<file path="src/rtl/instr_encoder.sv">
// Packs decoded RV32I fields back into instruction words and streams them
// out with addresses through a small FIFO, flagging illegal immediates.
module instr_encoder #(
    parameter logic [31:0] RESET_ADDR = 32'h0000_0000,
    parameter int          DEPTH      = 2
) (
    input  logic        clk,
    input  logic        reset,
    input  logic        in_valid,
    output logic        in_ready,
    input  logic [6:0]  in_opcode,
    input  logic [2:0]  in_funct3,
    input  logic [6:0]  in_funct7,
    input  logic [4:0]  in_rd,
    input  logic [4:0]  in_rs1,
    input  logic [4:0]  in_rs2,
    input  logic [31:0] in_imm,
    output logic        out_valid,
    input  logic        out_ready,
    output logic [31:0] out_instr,
    output logic [31:0] out_addr,
    output logic        out_illegal,
    output logic [15:0] illegal_count
);
    localparam int AW = $clog2(DEPTH);
    localparam int CW = AW + 1;

    logic [AW-1:0] wr_ptr_q, wr_ptr_d;
    logic [AW-1:0] rd_ptr_q, rd_ptr_d;
    logic [CW-1:0] count_q, count_d;
    logic [31:0]   addr_q, addr_d;
    logic [15:0]   ill_cnt_q, ill_cnt_d;
    logic [32:0]   mem_q [DEPTH];
    logic [32:0]   mem_d [DEPTH];

    logic [31:0] enc_instr;
    logic        enc_illegal;
    logic        push, pop;
    logic [32:0] head;
    logic        imm_i_ok, imm_b_ok, imm_j_ok, imm_u_ok, shamt_ok;

    assign imm_i_ok = (&in_imm[31:11]) | ~(|in_imm[31:11]);
    assign imm_b_ok = ((&in_imm[31:12]) | ~(|in_imm[31:12])) & ~in_imm[0];
    assign imm_j_ok = ((&in_imm[31:20]) | ~(|in_imm[31:20])) & ~in_imm[0];
    assign imm_u_ok = ~(|in_imm[11:0]);
    assign shamt_ok = ~(|in_imm[31:5]);

    always_comb begin
        enc_instr   = 32'h0000_0013;
        enc_illegal = 1'b0;
        case (in_opcode)
            7'b0110011: enc_instr = {in_funct7, in_rs2, in_rs1, in_funct3, in_rd, in_opcode};
            7'b0010011: begin
                if (in_funct3 == 3'b001 || in_funct3 == 3'b101) begin
                    enc_instr   = {in_funct7, in_imm[4:0], in_rs1, in_funct3, in_rd, in_opcode};
                    enc_illegal = ~shamt_ok;
                end else begin
                    enc_instr   = {in_imm[11:0], in_rs1, in_funct3, in_rd, in_opcode};
                    enc_illegal = ~imm_i_ok;
                end
            end
            7'b0000011, 7'b1100111, 7'b0001111: begin
                enc_instr   = {in_imm[11:0], in_rs1, in_funct3, in_rd, in_opcode};
                enc_illegal = ~imm_i_ok;
            end
            7'b0100011: begin
                enc_instr   = {in_imm[11:5], in_rs2, in_rs1, in_funct3, in_imm[4:0], in_opcode};
                enc_illegal = ~imm_i_ok;
            end
            7'b1100011: begin
                enc_instr   = {in_imm[12], in_imm[10:5], in_rs2, in_rs1, in_funct3,
                               in_imm[4:1], in_imm[11], in_opcode};
                enc_illegal = ~imm_b_ok;
            end
            7'b1101111: begin
                enc_instr   = {in_imm[20], in_imm[10:1], in_imm[11], in_imm[19:12], in_rd, in_opcode};
                enc_illegal = ~imm_j_ok;
            end
            7'b0110111, 7'b0010111: begin
                enc_instr   = {in_imm[31:12], in_rd, in_opcode};
                enc_illegal = ~imm_u_ok;
            end
            default: begin
                enc_instr   = 32'h0000_0013;
                enc_illegal = 1'b1;
            end
        endcase
    end

    // in_ready depends only on stored occupancy, never on out_ready
    assign in_ready      = (count_q != CW'(DEPTH));
    assign out_valid     = (count_q != '0);
    assign head          = mem_q[rd_ptr_q];
    assign out_instr     = out_valid ? head[31:0] : 32'h0;
    assign out_illegal   = out_valid & head[32];
    assign out_addr      = addr_q;
    assign illegal_count = ill_cnt_q;

    assign push = in_valid & in_ready;
    assign pop  = out_valid & out_ready;

    always_comb begin
        wr_ptr_d  = wr_ptr_q;
        rd_ptr_d  = rd_ptr_q;
        count_d   = count_q;
        addr_d    = addr_q;
        ill_cnt_d = ill_cnt_q;
        for (int i = 0; i < DEPTH; i++) begin
            mem_d[i] = mem_q[i];
        end
        if (push) begin
            mem_d[wr_ptr_q] = {enc_illegal, enc_instr};
            wr_ptr_d        = wr_ptr_q + AW'(1);
        end
        if (pop) begin
            rd_ptr_d = rd_ptr_q + AW'(1);
            addr_d   = addr_q + 32'd4;
            if (head[32] && ill_cnt_q != 16'hFFFF) begin
                ill_cnt_d = ill_cnt_q + 16'd1;
            end
        end
        if (push && !pop) begin
            count_d = count_q + CW'(1);
        end else if (pop && !push) begin
            count_d = count_q - CW'(1);
        end
    end

    always_ff @(posedge clk) begin
        if (reset) begin
            wr_ptr_q  <= '0;
            rd_ptr_q  <= '0;
            count_q   <= '0;
            addr_q    <= RESET_ADDR;
            ill_cnt_q <= '0;
        end else begin
            wr_ptr_q  <= wr_ptr_d;
            rd_ptr_q  <= rd_ptr_d;
            count_q   <= count_d;
            addr_q    <= addr_d;
            ill_cnt_q <= ill_cnt_d;
        end
    end

    always_ff @(posedge clk) begin
        mem_q <= mem_d;
    end
endmodule

</file>
<file path="config.mk">
export PLATFORM = sky130hd
export DESIGN_NAME = instr_encoder
export DESIGN_NICKNAME = d
export VERILOG_FILES = /design/src/rtl/instr_encoder.sv
export SDC_FILE = /design/constraint.sdc
export NUM_CORES = 1
export LEC_CHECK = 0
export CAP_MARGIN = 5
export CORE_UTILIZATION = 49
export DETAILED_ROUTE_END_ITERATION = 12
export PLACE_DENSITY = 0.87
export SLEW_MARGIN = 10
export SYNTH_ARGS = -nofsm -noshare
export SYNTH_HDL_FRONTEND = slang
export SYNTH_SLANG_ARGS = --single-unit
</file>
<file path="constraint.sdc">
create_clock -name clk -period 3.4 [get_ports clk]
set_input_delay 0.68 -clock clk [delete_from_list [all_inputs] [get_ports clk]]
set_output_delay 0.68 -clock clk [all_outputs]
set_load 0.005 [all_outputs]
</file>
== Word level (Yosys, flattened, before mapping) ==
Cells that the tools add are included.

* Add/sub/neg operators: 6
* Mux-type cells: 13
* Eq/ne operators: 14
* Bitwise gates (word level): 17
* Reduce and logical (&&, ||, !) cells: 21
* Magnitude comparators: 3

{| class="wikitable"
|+ Operators with widths
! kind !! number
|-
| $pmux W32 S7 || 1
|-
| $mux W33 || 4
|-
| $bwmux W66 || 1
|-
| $mux W32 || 2
|-
| $demux W33 S1 || 1
|-
| $add A32 B3 Y32 const B || 1
|-
| $reduce_or A27 Y1 || 1
|-
| $reduce_or A12 Y1 || 2
|-
| $eq A7 B6 Y1 const B || 3
|-
| $eq A7 B7 Y1 const B || 3
|-
| $reduce_and A21 Y1 || 1
|-
| $reduce_or A21 Y1 || 1
|-
| $reduce_and A20 Y1 || 1
|-
| $reduce_or A20 Y1 || 1
|-
| $add A16 B1 Y16 const B || 1
|-
| $ne A16 B16 Y1 const B || 1
|-
| $eq A7 B5 Y1 const B || 2
|-
| $reduce_and A12 Y1 || 1
|-
| $eq A7 B2 Y1 const B || 1
|-
| $eq A7 B4 Y1 const B || 1
|-
| $not A1 Y1 || 7
|-
| $pmux W1 S6 || 1
|-
| $and A1 B1 Y1 || 5
|-
| $ge A2 B2 Y1 const B || 2
|-
| other kinds (19) || 29
|}

* Logic and storage cells: 81
* Output and inout port bits: 83
* Bits in registers: 118

== Depth between registers and ports, before layout ==
Gate-level depths: netlist of the first run.

* Depth in word-level cells: 7
* Mapped depth: 8
* Mapped depth without buffers: 7

== Least setup slack after synthesis of the first run ==
OpenSTA, ideal clock, no wires.

* Kind: input to register
* Start point: in in_valid
* End point: reg mem_q[33] in the netlist's numbering, enable pin
* Path slack: 814 ps
* Arrival time: 2,163 ps
* Cell stages on the path: 2
* Cell sequence: nand2_1 > nor2_1

* Cells in the longest elaborated chain, start to end: 1

{| class="wikitable"
|+ RTL lines
! item !! line !! text
|-
| start: declaration || 9 || <nowiki>input logic in_valid,</nowiki>
|-
| $and A1 B1 Y1 || 99 || <nowiki>assign push = in_valid & in_ready;</nowiki>
|-
| end signal: assignment || 146 || <nowiki>mem_q <= mem_d;</nowiki>
|-
| end: declaration || 33 || <nowiki>logic [32:0] mem_q [DEPTH];</nowiki>
|}

No other way between the ends.
A chain may end at the register's enable or synchronous reset.

== Worst setup path in the final report of the first run ==
* Start point: reg rd_ptr_q
* End point: out out_illegal

* Cells in the longest elaborated chain, start to end: 5

{| class="wikitable"
|+ RTL lines
! item !! line !! text
|-
| start: declaration || 29 || <nowiki>logic [AW-1:0] rd_ptr_q, rd_ptr_d;</nowiki>
|-
| start signal: assignment || 138 || <nowiki>rd_ptr_q <= rd_ptr_d;</nowiki>
|-
| $not A1 Y2 (not written as such) || 93 || <nowiki>assign head = mem_q[rd_ptr_q];</nowiki>
|-
| $mux W33 (not written as such) (3 in a row) || 93 ||
|-
| $and A1 B1 Y1 || 95 || <nowiki>assign out_illegal = out_valid & head[32];</nowiki>
|-
| end: declaration || 22 || <nowiki>output logic out_illegal,</nowiki>
|}

No other way between the ends. The select of a mux whose other input is x is not followed.

==> impl_metrics.prom, run 1 <==
# TYPE chip_impl_metric gauge
chip_impl_metric{name="p_leak",unit="uW"} 0.00282
chip_impl_metric{name="initialDrtViolationCount",unit=""} 405
chip_impl_metric{name="numPortBuffers",unit=""} 148
chip_impl_metric{name="max_slew.worst_pin.slew",unit="ps"} 732
chip_impl_metric{name="post_synth.cell_area_avg",unit="sq um"} 10.4
chip_impl_metric{name="numClockSinks",unit=""} 116
chip_impl_metric{name="cts_repair_resize_count",unit=""} 0
chip_impl_metric{name="cts-root-to-sink-buffers",unit=""} 2
chip_impl_metric{name="fin_tns_setup",unit="ps"} 0
chip_impl_metric{name="route.detailed.wl_per_inst",unit="um"} 16.4
chip_impl_metric{name="worst_setup_hold_path_clk_slew",unit="ps"} 50
chip_impl_metric{name="asyncSetResetFlopFracSynth",unit="%"} 0
chip_impl_info{name="post_synth_top_flop",value="edfxtp_1"} 1
chip_impl_info{name="worst_setup_path_end_kind",value="output pin"} 1
chip_impl_info{name="min-delay-path-class",value="reg2reg"} 1
chip_impl_metric{name="remaining_drc_errors",unit=""} 0
chip_impl_info{name="rsz_0062_raised_after_global_routing",value="false"} 1
chip_impl_metric{name="critPathMaxStageDelay",unit="ps"} 570
chip_impl_metric{name="max_freq",unit="MHz"} 349
chip_impl_metric{name="synth_top_area_share",unit="%"} 34.1
chip_impl_metric{name="num_vias",unit=""} 5050
chip_impl_info{name="tritoncts_clock_tree",value="done"} 1
chip_impl_metric{name="period_minus_slack",unit="ps"} 2860
chip_impl_metric{name="h-tree-depth",unit=""} 4
chip_impl_info{name="synth.top_cells.by_area",value="edfxtp_1 (34%), dfxtp_1 (17%), nor2_1 (6.3%), mux2i_1 (5.9%), xnor2_1 (4.1%)"} 1
chip_impl_info{name="commonest_non_fill_non_tap_cell_in_the_layout",value="clkdlybuf4s50_1"} 1
chip_impl_metric{name="placement.setup.worst_slack",unit="ps"} 396
chip_impl_metric{name="cp.arrival",unit="ps"} 2180
chip_impl_metric{name="post_synth_num_cell_types",unit=""} 59
chip_impl_metric{name="ys_seq_area_share",unit="%"} 51.4
chip_impl_info{name="path_class",value="reg2out"} 1
chip_impl_metric{name="antenna_cells",unit=""} 0
chip_impl_metric{name="detail_route.vias_per_cell",unit=""} 5.84
chip_impl_metric{name="totalPowerFinal",unit="uW"} 4550
chip_impl_metric{name="antenna_found_initial",unit=""} 0
chip_impl_metric{name="vias_in_the_first_global_route",unit=""} 4927
chip_impl_info{name="layout_common_cells",value="clkdlybuf4s50_1 (148), nor2_1 (96), edfxtp_1 (66), dfxtp_1 (49), mux2i_1 (34)"} 1
chip_impl_metric{name="flow.area_growth_from_synthesis",unit="%"} 37.5
chip_impl_metric{name="drive_gt1_share",unit="%"} 7.63
chip_impl_metric{name="cts-hold-fix-buffers",unit=""} 0
chip_impl_metric{name="hold_viol",unit=""} 0
chip_impl_metric{name="cts_post_setup_buffers_inserted",unit=""} 0
chip_impl_metric{name="globalRouteTotalUtil",unit="%"} 23.7
chip_impl_metric{name="path_max_fanout",unit=""} 19
chip_impl_metric{name="final_net_count",unit=""} 779
chip_impl_metric{name="post_detailed_routing_wire_length",unit="mm"} 14.2
chip_impl_info{name="clk_root_buffer_cell",value="clkbuf_16"} 1
chip_impl_metric{name="yosys_warnings",unit=""} 0
chip_impl_metric{name="yosys_register_bits",unit=""} 116
chip_impl_metric{name="die_area",unit="sq um"} 12300
chip_impl_metric{name="gp_congestion",unit=""} 1.02
chip_impl_info{name="startpoint_type",value="flip-flop"} 1
chip_impl_metric{name="core.rowCount",unit=""} 39
chip_impl_metric{name="required_time_of_the_critical_path",unit="ps"} 2720
chip_impl_info{name="cell_taking_the_most_area_after_synthesis",value="edfxtp_1"} 1
chip_impl_metric{name="drt_pre_antenna_iters",unit=""} 5
chip_impl_metric{name="place_hpwl",unit="mm"} 10.2
chip_impl_metric{name="finalClockSkew",unit="ps"} 10.4
chip_impl_metric{name="report.final.slew_viol_count",unit=""} 0
chip_impl_metric{name="number_of_enable_type_register_cells_in_the_synthesized_netlist",unit=""} 66
chip_impl_info{name="status",value="finished, final reports clean"} 1
chip_impl_metric{name="floorplan.io_pins",unit=""} 151
chip_impl_metric{name="grt_start_max_net_pins",unit=""} 51
chip_impl_metric{name="number_of_cts_inserted_buffers",unit=""} 17
chip_impl_metric{name="final_cycle_utilization_of_the_critical_path",unit="%"} 84.2
chip_impl_metric{name="synth.cell_area",unit="sq um"} 5810
chip_impl_info{name="critical_path.cell_chain",value="buf_4 > mux2i_1 > nor2_1 > clkdlybuf4s50_1"} 1
chip_impl_metric{name="maxCapViolCount",unit=""} 0
chip_impl_metric{name="final-setup-viol-count",unit=""} 0
chip_impl_metric{name="fin_ws",unit="ps"} 536
chip_impl_metric{name="global_route.overflow_total",unit=""} 0
chip_impl_metric{name="route.antenna.remaining_nets",unit=""} 0
chip_impl_metric{name="power.density_cell_area",unit="nW/um^2"} 570
chip_impl_metric{name="source_to_sink_clock_delay_at_the_later_pin_of_the_worst_skew_pair",unit="ps"} 410
chip_impl_info{name="crit_path_slowest_cell",value="mux2i_1"} 1
chip_impl_metric{name="die_h",unit="um"} 111
chip_impl_metric{name="vdd.ir_drop.worst",unit="uV"} 496
chip_impl_metric{name="placeableCoreArea",unit="sq um"} 11500
chip_impl_metric{name="initial_core_util",unit="%"} 50.6
chip_impl_metric{name="die_span_x",unit="um"} 111
chip_impl_metric{name="synth_cells",unit=""} 560
chip_impl_metric{name="global_route_wire_length_before_repair",unit="mm"} 23.3
chip_impl_metric{name="max_slew_margin",unit="%"} 51.0
chip_impl_metric{name="fill_cells",unit=""} 859
-- final timing paths --
| kind | start | to | slack, ps | depth (start not counted) |
|---|---|---|---|---|
| worst max-delay path | rd_ptr_q$_SDFFE_PP0P_ | out_illegal | 540 | 4 |
| worst min-delay path | out_addr[31]$_SDFFE_PP0P_ | out_addr[31]$_SDFFE_PP0P_ | 500 | 2 |
| worst max register to register | out_addr[7]$_SDFFE_PP0P_ | out_addr[29]$_SDFFE_PP0P_ | 1130 | 5 |
| worst min register to register | out_addr[31]$_SDFFE_PP0P_ | out_addr[31]$_SDFFE_PP0P_ | 500 | 2 |
-- critical path: cells and delay by family (launching register included) --
family	cells	cell delay (ps)
and+or+nand+nor	1	120
buffers and inverters	2	770
muxes	1	570
DFF	1	320
-- cells by family (layout without fill, tap and decap cells) --
family	Yosys count	count (layout)	share of synthesized area, %
AOI/OAI and AO/OA	92	92	11.7
buffers and inverters	45	202	3.34
xor gates and xnor gates	44	44	6.64
other	2	6	0.129
muxes	34	34	5.86
adders and majority gates	3	3	0.647
DFF	116	116	51.4
and+or+nand+nor	224	224	20.3
-- cells in the mapped netlist, types with 12 or more instances --
cell type and count:
a22o_1 25, dfxtp_1 50, nor2_1 98, a21oi_1 12, edfxtp_1 66, nand4_1 14
clkbuf_1 22, mux2i_1 34, nand3_1 20, nand2_1 21, xnor2_1 27, xor2_1 17
-- per-stage QoR --
| stage | hold slack, ps | utilization (%) | area (sq um) | std cells |
|---|---|---|---|---|
| detailed placement | 486 | 64.7 | 7420 | 832 |
| floorplan | 464 | - | 5820 | 564 |
| global route | 510 | 69.6 | 7980 | 864 |
| finish | 501 | 69.6 | 7980 | 864 |
| global placement | 461 | 64.7 | 7420 | 832 |
| CTS | 492 | 69.6 | 7980 | 864 |
-- final cells by class --
class	count	area (sq um)	area share (%)
clock inverters	14	134	1.68
inverters	12	45.0	0.564
repair buffers	158	1560	19.5
flip-flops and latches	116	2980	37.4
well taps	143	179	2.24
clock buffers	18	429	5.38
multi-input cells	403	2650	33.2
-- report_power, final --
group          switching (uW)  internal, uW
Combinational             573           607
Clock                     642          1010
Sequential               63.1          1650
-- metal layers --
| metal | vias to the layer above | wire (um) | track usage [%] |
|---|---|---|---|
| met2 | 262 | 7060 | 39.8 |
| li1 | 2362 | - | - |
| met3 | 31 | 1110 | 5.80 |
| met1 | 2395 | 5800 | 29.5 |
| met4 | 0 | 242 | 8.71 |
| met5 | - | 0 | 0 |
-- registers in the layout (all words and copies together), names as in the netlist --
| name | flops |
|---|---|
| count_q | 2 |
| illegal_count | 16 |
| mem_q | 66 |
| out_addr | 30 |
| rd_ptr_q | 1 |
| wr_ptr_q | 1 |
Note: power is estimated with default switching activity, not from simulation.
==> inputs of run 2 (changes only) <==
--- a/config.mk
+++ b/config.mk
@@ -6,9 +6,9 @@
 export NUM_CORES = 1
 export LEC_CHECK = 0
 export CAP_MARGIN = 5
-export CORE_UTILIZATION = 49
+export CORE_UTILIZATION = 44
 export DETAILED_ROUTE_END_ITERATION = 12
-export PLACE_DENSITY = 0.87
+export PLACE_DENSITY = 0.83
 export SLEW_MARGIN = 10
 export SYNTH_ARGS = -nofsm -noshare
 export SYNTH_HDL_FRONTEND = slang
==> constraint.sdc (replaced) <==
create_clock -name clk -period 2.45 [get_ports clk]
set_input_delay 0.49 -clock clk [delete_from_list [all_inputs] [get_ports clk]]
set_output_delay 0.49 -clock clk [all_outputs]
set_load 0.005 [all_outputs]
==> run 2 against run 1 <==
  * Critical endpoint is now out_instr[29]
  * Sequential share of layout area down 2.0 points
  * Register-to-register slack worse by 770 ps
  * Sequential cell count is the same
  * Clock skew fell by 2.5 ps
  * Count of clock-buffer cells in the layout down 1
  * Highest routed layer unchanged
  * Combinational power is 49% higher
  * Hold slack gained 3.4 ps
==> impl_metrics.prom, run 2 (same netlist as run 1, synthesis figures left out) <==
# TYPE chip_impl_metric gauge
chip_impl_metric{name="remaining_drc_errors",unit=""} 0
chip_impl_metric{name="fin_tns_setup",unit="ps"} 0
chip_impl_metric{name="netSwitchingPower",unit="uW"} 1790
chip_impl_metric{name="vias_in_the_first_global_route",unit=""} 4871
chip_impl_metric{name="gp_congestion",unit=""} 0.927
chip_impl_metric{name="hold_viol",unit=""} 0
chip_impl_metric{name="finalClockSkew",unit="ps"} 7.94
chip_impl_metric{name="cp.arrival",unit="ps"} 1860
chip_impl_metric{name="global_route.overflow_total",unit=""} 0
chip_impl_metric{name="internal_power",unit="uW"} 4780
chip_impl_metric{name="numPortBuffers",unit=""} 148
chip_impl_metric{name="route.antenna.remaining_nets",unit=""} 0
chip_impl_metric{name="final-setup-viol-count",unit=""} 0
chip_impl_info{name="min-delay-path-class",value="reg2reg"} 1
chip_impl_metric{name="route.detailed.wl_per_inst",unit="um"} 15.7
chip_impl_info{name="cpLargestDelayFamily",value="buffers and inverters"} 1
chip_impl_info{name="worst_setup_path_end_kind",value="output pin"} 1
chip_impl_metric{name="flow.area_growth_from_synthesis",unit="%"} 45.4
chip_impl_metric{name="antenna_cells",unit=""} 0
chip_impl_metric{name="seqCellArea",unit="sq um"} 2990
chip_impl_metric{name="period_minus_slack",unit="ps"} 2350
chip_impl_metric{name="cts-root-to-sink-buffers",unit=""} 2
chip_impl_metric{name="multiInputGateArea",unit="sq um"} 2660
chip_impl_info{name="commonest_non_fill_non_tap_cell_in_the_layout",value="clkdlybuf4s50_1"} 1
chip_impl_info{name="layout_common_cells",value="clkdlybuf4s50_1 (148), nor2_1 (96), edfxtp_1 (66), dfxtp_1 (49), buf_4 (49)"} 1
chip_impl_metric{name="number_of_cts_inserted_buffers",unit=""} 17
chip_impl_info{name="crit_path_slowest_cell",value="clkdlybuf4s50_1"} 1
chip_impl_metric{name="grt_start_max_net_pins",unit=""} 51
chip_impl_metric{name="drt_pre_antenna_iters",unit=""} 5
chip_impl_metric{name="max_freq",unit="MHz"} 425
chip_impl_metric{name="die_area",unit="sq um"} 13700
chip_impl_metric{name="critPathMaxStageDelay",unit="ps"} 540
chip_impl_metric{name="floorplan.io_pins",unit=""} 151
chip_impl_metric{name="num_vias",unit=""} 5159
chip_impl_metric{name="fill_cells",unit=""} 992
chip_impl_metric{name="final_net_count",unit=""} 823
chip_impl_metric{name="place_hpwl",unit="mm"} 10.9
chip_impl_metric{name="cts-hold-fix-buffers",unit=""} 0
chip_impl_metric{name="post_detailed_routing_wire_length",unit="mm"} 14.7
chip_impl_metric{name="worst_setup_hold_path_clk_slew",unit="ps"} 50
chip_impl_metric{name="final_cycle_utilization_of_the_critical_path",unit="%"} 96.0
chip_impl_metric{name="flip_flop_count_of_the_largest_register_after_layout",unit=""} 66
chip_impl_metric{name="power.density_cell_area",unit="nW/um^2"} 778
chip_impl_metric{name="placeableCoreArea",unit="sq um"} 12700
chip_impl_metric{name="p_seq_share",unit="%"} 36.9
chip_impl_metric{name="path_max_fanout",unit=""} 12
chip_impl_metric{name="pwr-share-comb",unit="%"} 26.9
chip_impl_metric{name="source_to_sink_clock_delay_at_the_later_pin_of_the_worst_skew_pair",unit="ps"} 410
chip_impl_info{name="rsz_0062_raised_after_global_routing",value="false"} 1
chip_impl_metric{name="initialDrtViolationCount",unit=""} 550
chip_impl_metric{name="die_span_x",unit="um"} 117
chip_impl_metric{name="global_route_wire_length_before_repair",unit="mm"} 23.4
chip_impl_metric{name="die_h",unit="um"} 117
chip_impl_info{name="startpoint_type",value="flip-flop"} 1
chip_impl_info{name="tritoncts_clock_tree",value="done"} 1
chip_impl_metric{name="core.rowCount",unit=""} 41
chip_impl_metric{name="switching_share",unit="%"} 27.3
chip_impl_metric{name="drive_gt1_share",unit="%"} 13.2
chip_impl_metric{name="critPathBufInv",unit=""} 2
chip_impl_metric{name="numClockSinks",unit=""} 116
chip_impl_metric{name="report.final.slew_viol_count",unit=""} 0
chip_impl_metric{name="antenna_found_initial",unit=""} 0
chip_impl_metric{name="vdd.ir_drop.worst",unit="uV"} 551
chip_impl_metric{name="p_leak",unit="uW"} 0.00306
chip_impl_metric{name="initial_core_util",unit="%"} 45.6
chip_impl_metric{name="totalPowerFinal",unit="uW"} 6570
chip_impl_metric{name="power.share.clock",unit="%"} 36.3
chip_impl_metric{name="maxCapViolCount",unit=""} 0
chip_impl_info{name="critical_path.cell_chain",value="nor2_4 > buf_4 > nor2_1 > clkdlybuf4s50_1"} 1
chip_impl_info{name="largest_register",value="mem_q"} 1
chip_impl_metric{name="detail_route.vias_per_cell",unit=""} 5.51
chip_impl_info{name="path_class",value="reg2out"} 1
chip_impl_metric{name="globalRouteTotalUtil",unit="%"} 22.3
chip_impl_info{name="status",value="finished, final reports clean"} 1
chip_impl_metric{name="h-tree-depth",unit=""} 4
chip_impl_metric{name="required_time_of_the_critical_path",unit="ps"} 1960
chip_impl_info{name="clk_root_buffer_cell",value="clkbuf_16"} 1
[run 2: power groups by stage]
| stage | registers [uW] | logic, uW | clock network (uW) |
|---|---|---|---|
| 4_1_cts | 2430 | 1740 | 2420 |
| 3_3_place_gp | 2440 | 1690 | 0 |
| 6_report | 2420 | 1760 | 2380 |
| 5_1_grt | 2450 | 1910 | 2520 |
| 2_1_floorplan | 2400 | 797 | 0 |
| 3_5_place_dp | 2460 | 1720 | 0 |
[run 2: repair_timing]
item,4_1_cts,5_1_grt
gates resized for setup,3,0
buffers inserted,0,3
endpoints found under the setup margin,26,25
pin swaps,0,1
[run 2: per-layer routing]
metal  part of all wire [%]  vias up  global-route usage (%)
li1                       -     2449                       -
met1                     42     2447                    27.4
met2                     49      237                    37.8
met3                    7.8       26                    5.66
met4                    1.9        0                    8.78
met5                      0        -                       0
[run 2: final timing paths]
| check | startpoint | slack (ps) | to | cells after the start |
|---|---|---|---|---|
| max | count_q[0]$_SDFFE_PP0P_ | 100 | out_instr[29] | 4 |
| min | out_addr[31]$_SDFFE_PP0P_ | 500 | out_addr[31]$_SDFFE_PP0P_ | 2 |
| max reg2reg | out_addr[10]$_SDFFE_PP0P_ | 360 | out_addr[31]$_SDFFE_PP0P_ | 5 |
| min reg2reg | out_addr[31]$_SDFFE_PP0P_ | 500 | out_addr[31]$_SDFFE_PP0P_ | 2 |
[run 2: per-stage QoR]
stage	hold WS (ps)	area [sq um]	utilization, %	setup slack [ps]	cells
6_report	505	8440	66.4	97.3	937
4_1_cts	505	8420	66.2	29.4	934
5_1_grt	521	8440	66.4	2.63	937
3_3_place_gp	476	7830	61.5	-111	902
2_1_floorplan	464	5820	-	461	564
3_5_place_dp	498	7830	61.5	-160	902
[run 2: cell type report]
class,instances,area share [%]
inverters,12,0.533
flip-flops and latches,116,35.4
repair buffers,202,23.1
clock inverters,15,1.88
multi-input cells,403,31.5
clock buffers,17,5.04
well taps,172,2.55
[run 2: worst reg2reg max path, stage by stage, from the launching register on]
cell and delay [ps]:
dfxtp_1 460, nand4_2 160, or3_1 590, nor3_4 280, or3b_1 360, a21oi_1 160
==> inputs of run 3 (changes only) <==
--- a/config.mk
+++ b/config.mk
@@ -8,6 +8,8 @@
 export CAP_MARGIN = 5
 export CORE_UTILIZATION = 44
 export DETAILED_ROUTE_END_ITERATION = 12
+export GPL_TIMING_DRIVEN = 0
+export MAX_ROUTING_LAYER = met4
 export PLACE_DENSITY = 0.83
 export SLEW_MARGIN = 10
 export SYNTH_ARGS = -nofsm -noshare
==> run 3 against run 2 <==
  * Non-clock buffer count shrank 23
  * Critical endpoint is now out_instr[8]
  * Total power grew 0.90%
  * Highest routed layer unchanged
  * Clock skew is essentially flat
==> impl_metrics.prom, run 3 (same netlist as run 1, synthesis figures left out) <==
# TYPE chip_impl_metric gauge
chip_impl_metric{name="final-setup-viol-count",unit=""} 0
chip_impl_info{name="r2r-start",value="illegal_count[1]$_SDFFE_PP0P_"} 1
chip_impl_metric{name="floorplan.io_pins",unit=""} 151
chip_impl_info{name="layout_common_cells",value="clkdlybuf4s50_1 (144), nor2_1 (95), edfxtp_1 (66), dfxtp_1 (48), mux2i_1 (33)"} 1
chip_impl_metric{name="p_seq_share",unit="%"} 36.1
chip_impl_metric{name="h-tree-depth",unit=""} 4
chip_impl_metric{name="place_hpwl",unit="mm"} 11.3
chip_impl_info{name="worst_setup_path_end_kind",value="output pin"} 1
chip_impl_metric{name="cts-root-to-sink-buffers",unit=""} 2
chip_impl_metric{name="initialDrtViolationCount",unit=""} 519
chip_impl_metric{name="critPathBufInv",unit=""} 3
chip_impl_metric{name="worst_setup_hold_path_clk_slew",unit="ps"} 50
chip_impl_metric{name="power.share.clock",unit="%"} 38.0
chip_impl_metric{name="internal_power",unit="uW"} 4810
chip_impl_metric{name="period_minus_slack",unit="ps"} 2390
chip_impl_metric{name="initial_core_util",unit="%"} 45.6
chip_impl_info{name="path_class",value="reg2out"} 1
chip_impl_metric{name="fin_tns_setup",unit="ps"} 0
chip_impl_metric{name="totalPowerFinal",unit="uW"} 6630
chip_impl_metric{name="flip_flop_count_of_the_largest_register_after_layout",unit=""} 66
chip_impl_metric{name="drive_gt1_share",unit="%"} 9.03
chip_impl_info{name="crit_path_slowest_cell",value="clkdlybuf4s50_1"} 1
chip_impl_metric{name="globalRouteTotalUtil",unit="%"} 23.8
chip_impl_metric{name="cp.arrival",unit="ps"} 1900
chip_impl_info{name="cpLargestDelayFamily",value="buffers and inverters"} 1
chip_impl_info{name="critical_path.cell_chain",value="buf_4 > buf_8 > mux2i_1 > nor2_1 > clkdlybuf4s50_1"} 1
chip_impl_metric{name="die_area",unit="sq um"} 13700
chip_impl_metric{name="maxCapViolCount",unit=""} 0
chip_impl_metric{name="vdd.ir_drop.worst",unit="uV"} 517
chip_impl_info{name="commonest_non_fill_non_tap_cell_in_the_layout",value="clkdlybuf4s50_1"} 1
chip_impl_metric{name="number_of_cts_inserted_buffers",unit=""} 17
chip_impl_metric{name="post_detailed_routing_wire_length",unit="mm"} 15.1
chip_impl_metric{name="holdPathStages",unit=""} 2
chip_impl_metric{name="remaining_drc_errors",unit=""} 0
chip_impl_metric{name="post-route-util",unit="%"} 64.4
chip_impl_metric{name="vias_in_the_first_global_route",unit=""} 4929
chip_impl_info{name="timing.hold.worst_endpoint",value="out_addr[31]$_SDFFE_PP0P_"} 1
chip_impl_info{name="tritoncts_clock_tree",value="done"} 1
chip_impl_metric{name="flow.area_growth_from_synthesis",unit="%"} 41.0
chip_impl_metric{name="global_route.overflow_total",unit=""} 0
chip_impl_metric{name="finalClockSkew",unit="ps"} 7.92
chip_impl_metric{name="p_leak",unit="uW"} 0.00291
chip_impl_metric{name="global_route_wire_length_before_repair",unit="mm"} 23.9
chip_impl_metric{name="drt_pre_antenna_iters",unit=""} 5
chip_impl_metric{name="path_max_fanout",unit=""} 10
chip_impl_metric{name="gp_congestion",unit=""} 0.980
chip_impl_metric{name="report.final.slew_viol_count",unit=""} 0
chip_impl_metric{name="grt_start_max_net_pins",unit=""} 34
chip_impl_metric{name="final_cycle_utilization_of_the_critical_path",unit="%"} 97.6
chip_impl_metric{name="hold_viol",unit=""} 0
chip_impl_metric{name="num_vias",unit=""} 5041
chip_impl_metric{name="antenna_cells",unit=""} 0
chip_impl_metric{name="detail_route.vias_per_cell",unit=""} 5.52
chip_impl_info{name="min-delay-path-class",value="reg2reg"} 1
chip_impl_metric{name="total_placed_instance_area",unit="sq um"} 7520
chip_impl_metric{name="max_freq",unit="MHz"} 418
chip_impl_metric{name="pwr-share-comb",unit="%"} 25.9
chip_impl_metric{name="die_span_x",unit="um"} 117
chip_impl_metric{name="final_net_count",unit=""} 800
chip_impl_metric{name="route.detailed.wl_per_inst",unit="um"} 16.5
chip_impl_metric{name="max_slew_margin",unit="%"} 49.2
chip_impl_info{name="worst_hold_start",value="out_addr[31]$_SDFFE_PP0P_"} 1
chip_impl_metric{name="core.rowCount",unit=""} 41
chip_impl_metric{name="critPathMaxStageDelay",unit="ps"} 540
chip_impl_metric{name="placeableCoreArea",unit="sq um"} 12700
chip_impl_info{name="worstReg2RegEnd",value="illegal_count[7]$_SDFFE_PP0P_"} 1
chip_impl_metric{name="max_slew.worst_pin.slew",unit="ps"} 763
chip_impl_info{name="startpoint_type",value="flip-flop"} 1
chip_impl_metric{name="source_to_sink_clock_delay_at_the_later_pin_of_the_worst_skew_pair",unit="ps"} 410
chip_impl_metric{name="required_time_of_the_critical_path",unit="ps"} 1960
chip_impl_info{name="status",value="finished, final reports clean"} 1
chip_impl_metric{name="numClockSinks",unit=""} 116
chip_impl_metric{name="die_h",unit="um"} 117
chip_impl_info{name="largest_register",value="mem_q"} 1
chip_impl_metric{name="route.antenna.remaining_nets",unit=""} 0
chip_impl_metric{name="switching_share",unit="%"} 27.5
chip_impl_metric{name="numPortBuffers",unit=""} 145
chip_impl_metric{name="r2r_setup_slack",unit="ps"} 190
chip_impl_metric{name="power.density_cell_area",unit="nW/um^2"} 810
chip_impl_metric{name="final_cell_area",unit="sq um"} 8190
chip_impl_metric{name="netSwitchingPower",unit="uW"} 1820
chip_impl_info{name="rsz_0062_raised_after_global_routing",value="true"} 1
chip_impl_metric{name="cts_post_setup_buffers_inserted",unit=""} 0
chip_impl_info{name="clk_root_buffer_cell",value="clkbuf_16"} 1
chip_impl_metric{name="timing.reg2reg.worst_path_depth",unit=""} 8
chip_impl_metric{name="antenna_found_initial",unit=""} 0
[run 3: changes by cell type in the layout (fill, tap and decap cells not counted), moves of 2 or more]
cell and change:
clkdlybuf4s50_1 -4, clkbuf_2 +4, buf_12 -5, dfxtp_2 +2, buf_2 +2, buf_6 +2, clkbuf_1 +17, buf_4 -43
clkinvlp_4 -2
[run 3: worst reg2reg max path, stage by stage, from the launching register on]
cell and delay [ps]:
dfxtp_1 430, ha_1 230, nand2_1 130, or3_1 360
clkbuf_1 160, clkbuf_1 250, o211ai_1 320, xor2_1 200
nor2_1 60
[run 3: cell type report]
class | count | area [sq um]
Fill cell | 1063 | 4530
Sequential cell | 116 | 2990
Buffer | 33 | 180
Clock inverter | 15 | 183
Timing Repair Buffer | 146 | 1480
Inverter | 12 | 45.0
Multi-Input combinational cell | 403 | 2670
Clock buffer | 17 | 425
Tap cell | 172 | 215
[run 3: how the worst max path moves through the flow]
stage	start	endpoint	cells past startpoint
after floorplan	in_imm[7]	mem_q[32]$_DFFE_PP_	5
after global placement	in_opcode[3]	mem_q[27]$_DFFE_PP_	6
after detailed placement	in_opcode[3]	mem_q[27]$_DFFE_PP_	6
after CTS	count_q[1]$_SDFFE_PP0P_	out_instr[11]	4
after global routing	rd_ptr_q$_SDFFE_PP0P_	out_illegal	4
final	rd_ptr_q$_SDFFE_PP0P_	out_instr[8]	5
[run 3: repair_timing]
action,in CTS,in global routing
endpoints found under the setup margin,47,37
pin swaps,0,1
resized for setup,15,13
hold buffers,0,0
[run 3: power by group through the flow]
stage          clock, uW  sequential, uW  combinational, uW
2_1_floorplan          0            2400                797
3_3_place_gp           0            2410               1620
3_5_place_dp           0            2420               1680
4_1_cts             2550            2390               1730
5_1_grt             2630            2410               1870
6_report            2520            2390               1720
[run 3: metal layers]
metal / vias up / GRT usage, % / part of all wire (%)
met4: 0 / 10.8 / 1.7
li1: 2407 / - / -
met5: - / - / 0
met1: 2383 / 28.1 / 42
met3: 23 / 4.74 / 6.8
met2: 228 / 39.2 / 49
[run 3: per-stage QoR]
stage,std cells,setup slack (ps),hold WS (ps)
CTS,914,1.16,498
global route,914,-15.5,515
detailed placement,882,-506,490
finish,914,58.1,491
global placement,881,-510,478
floorplan,564,461,464
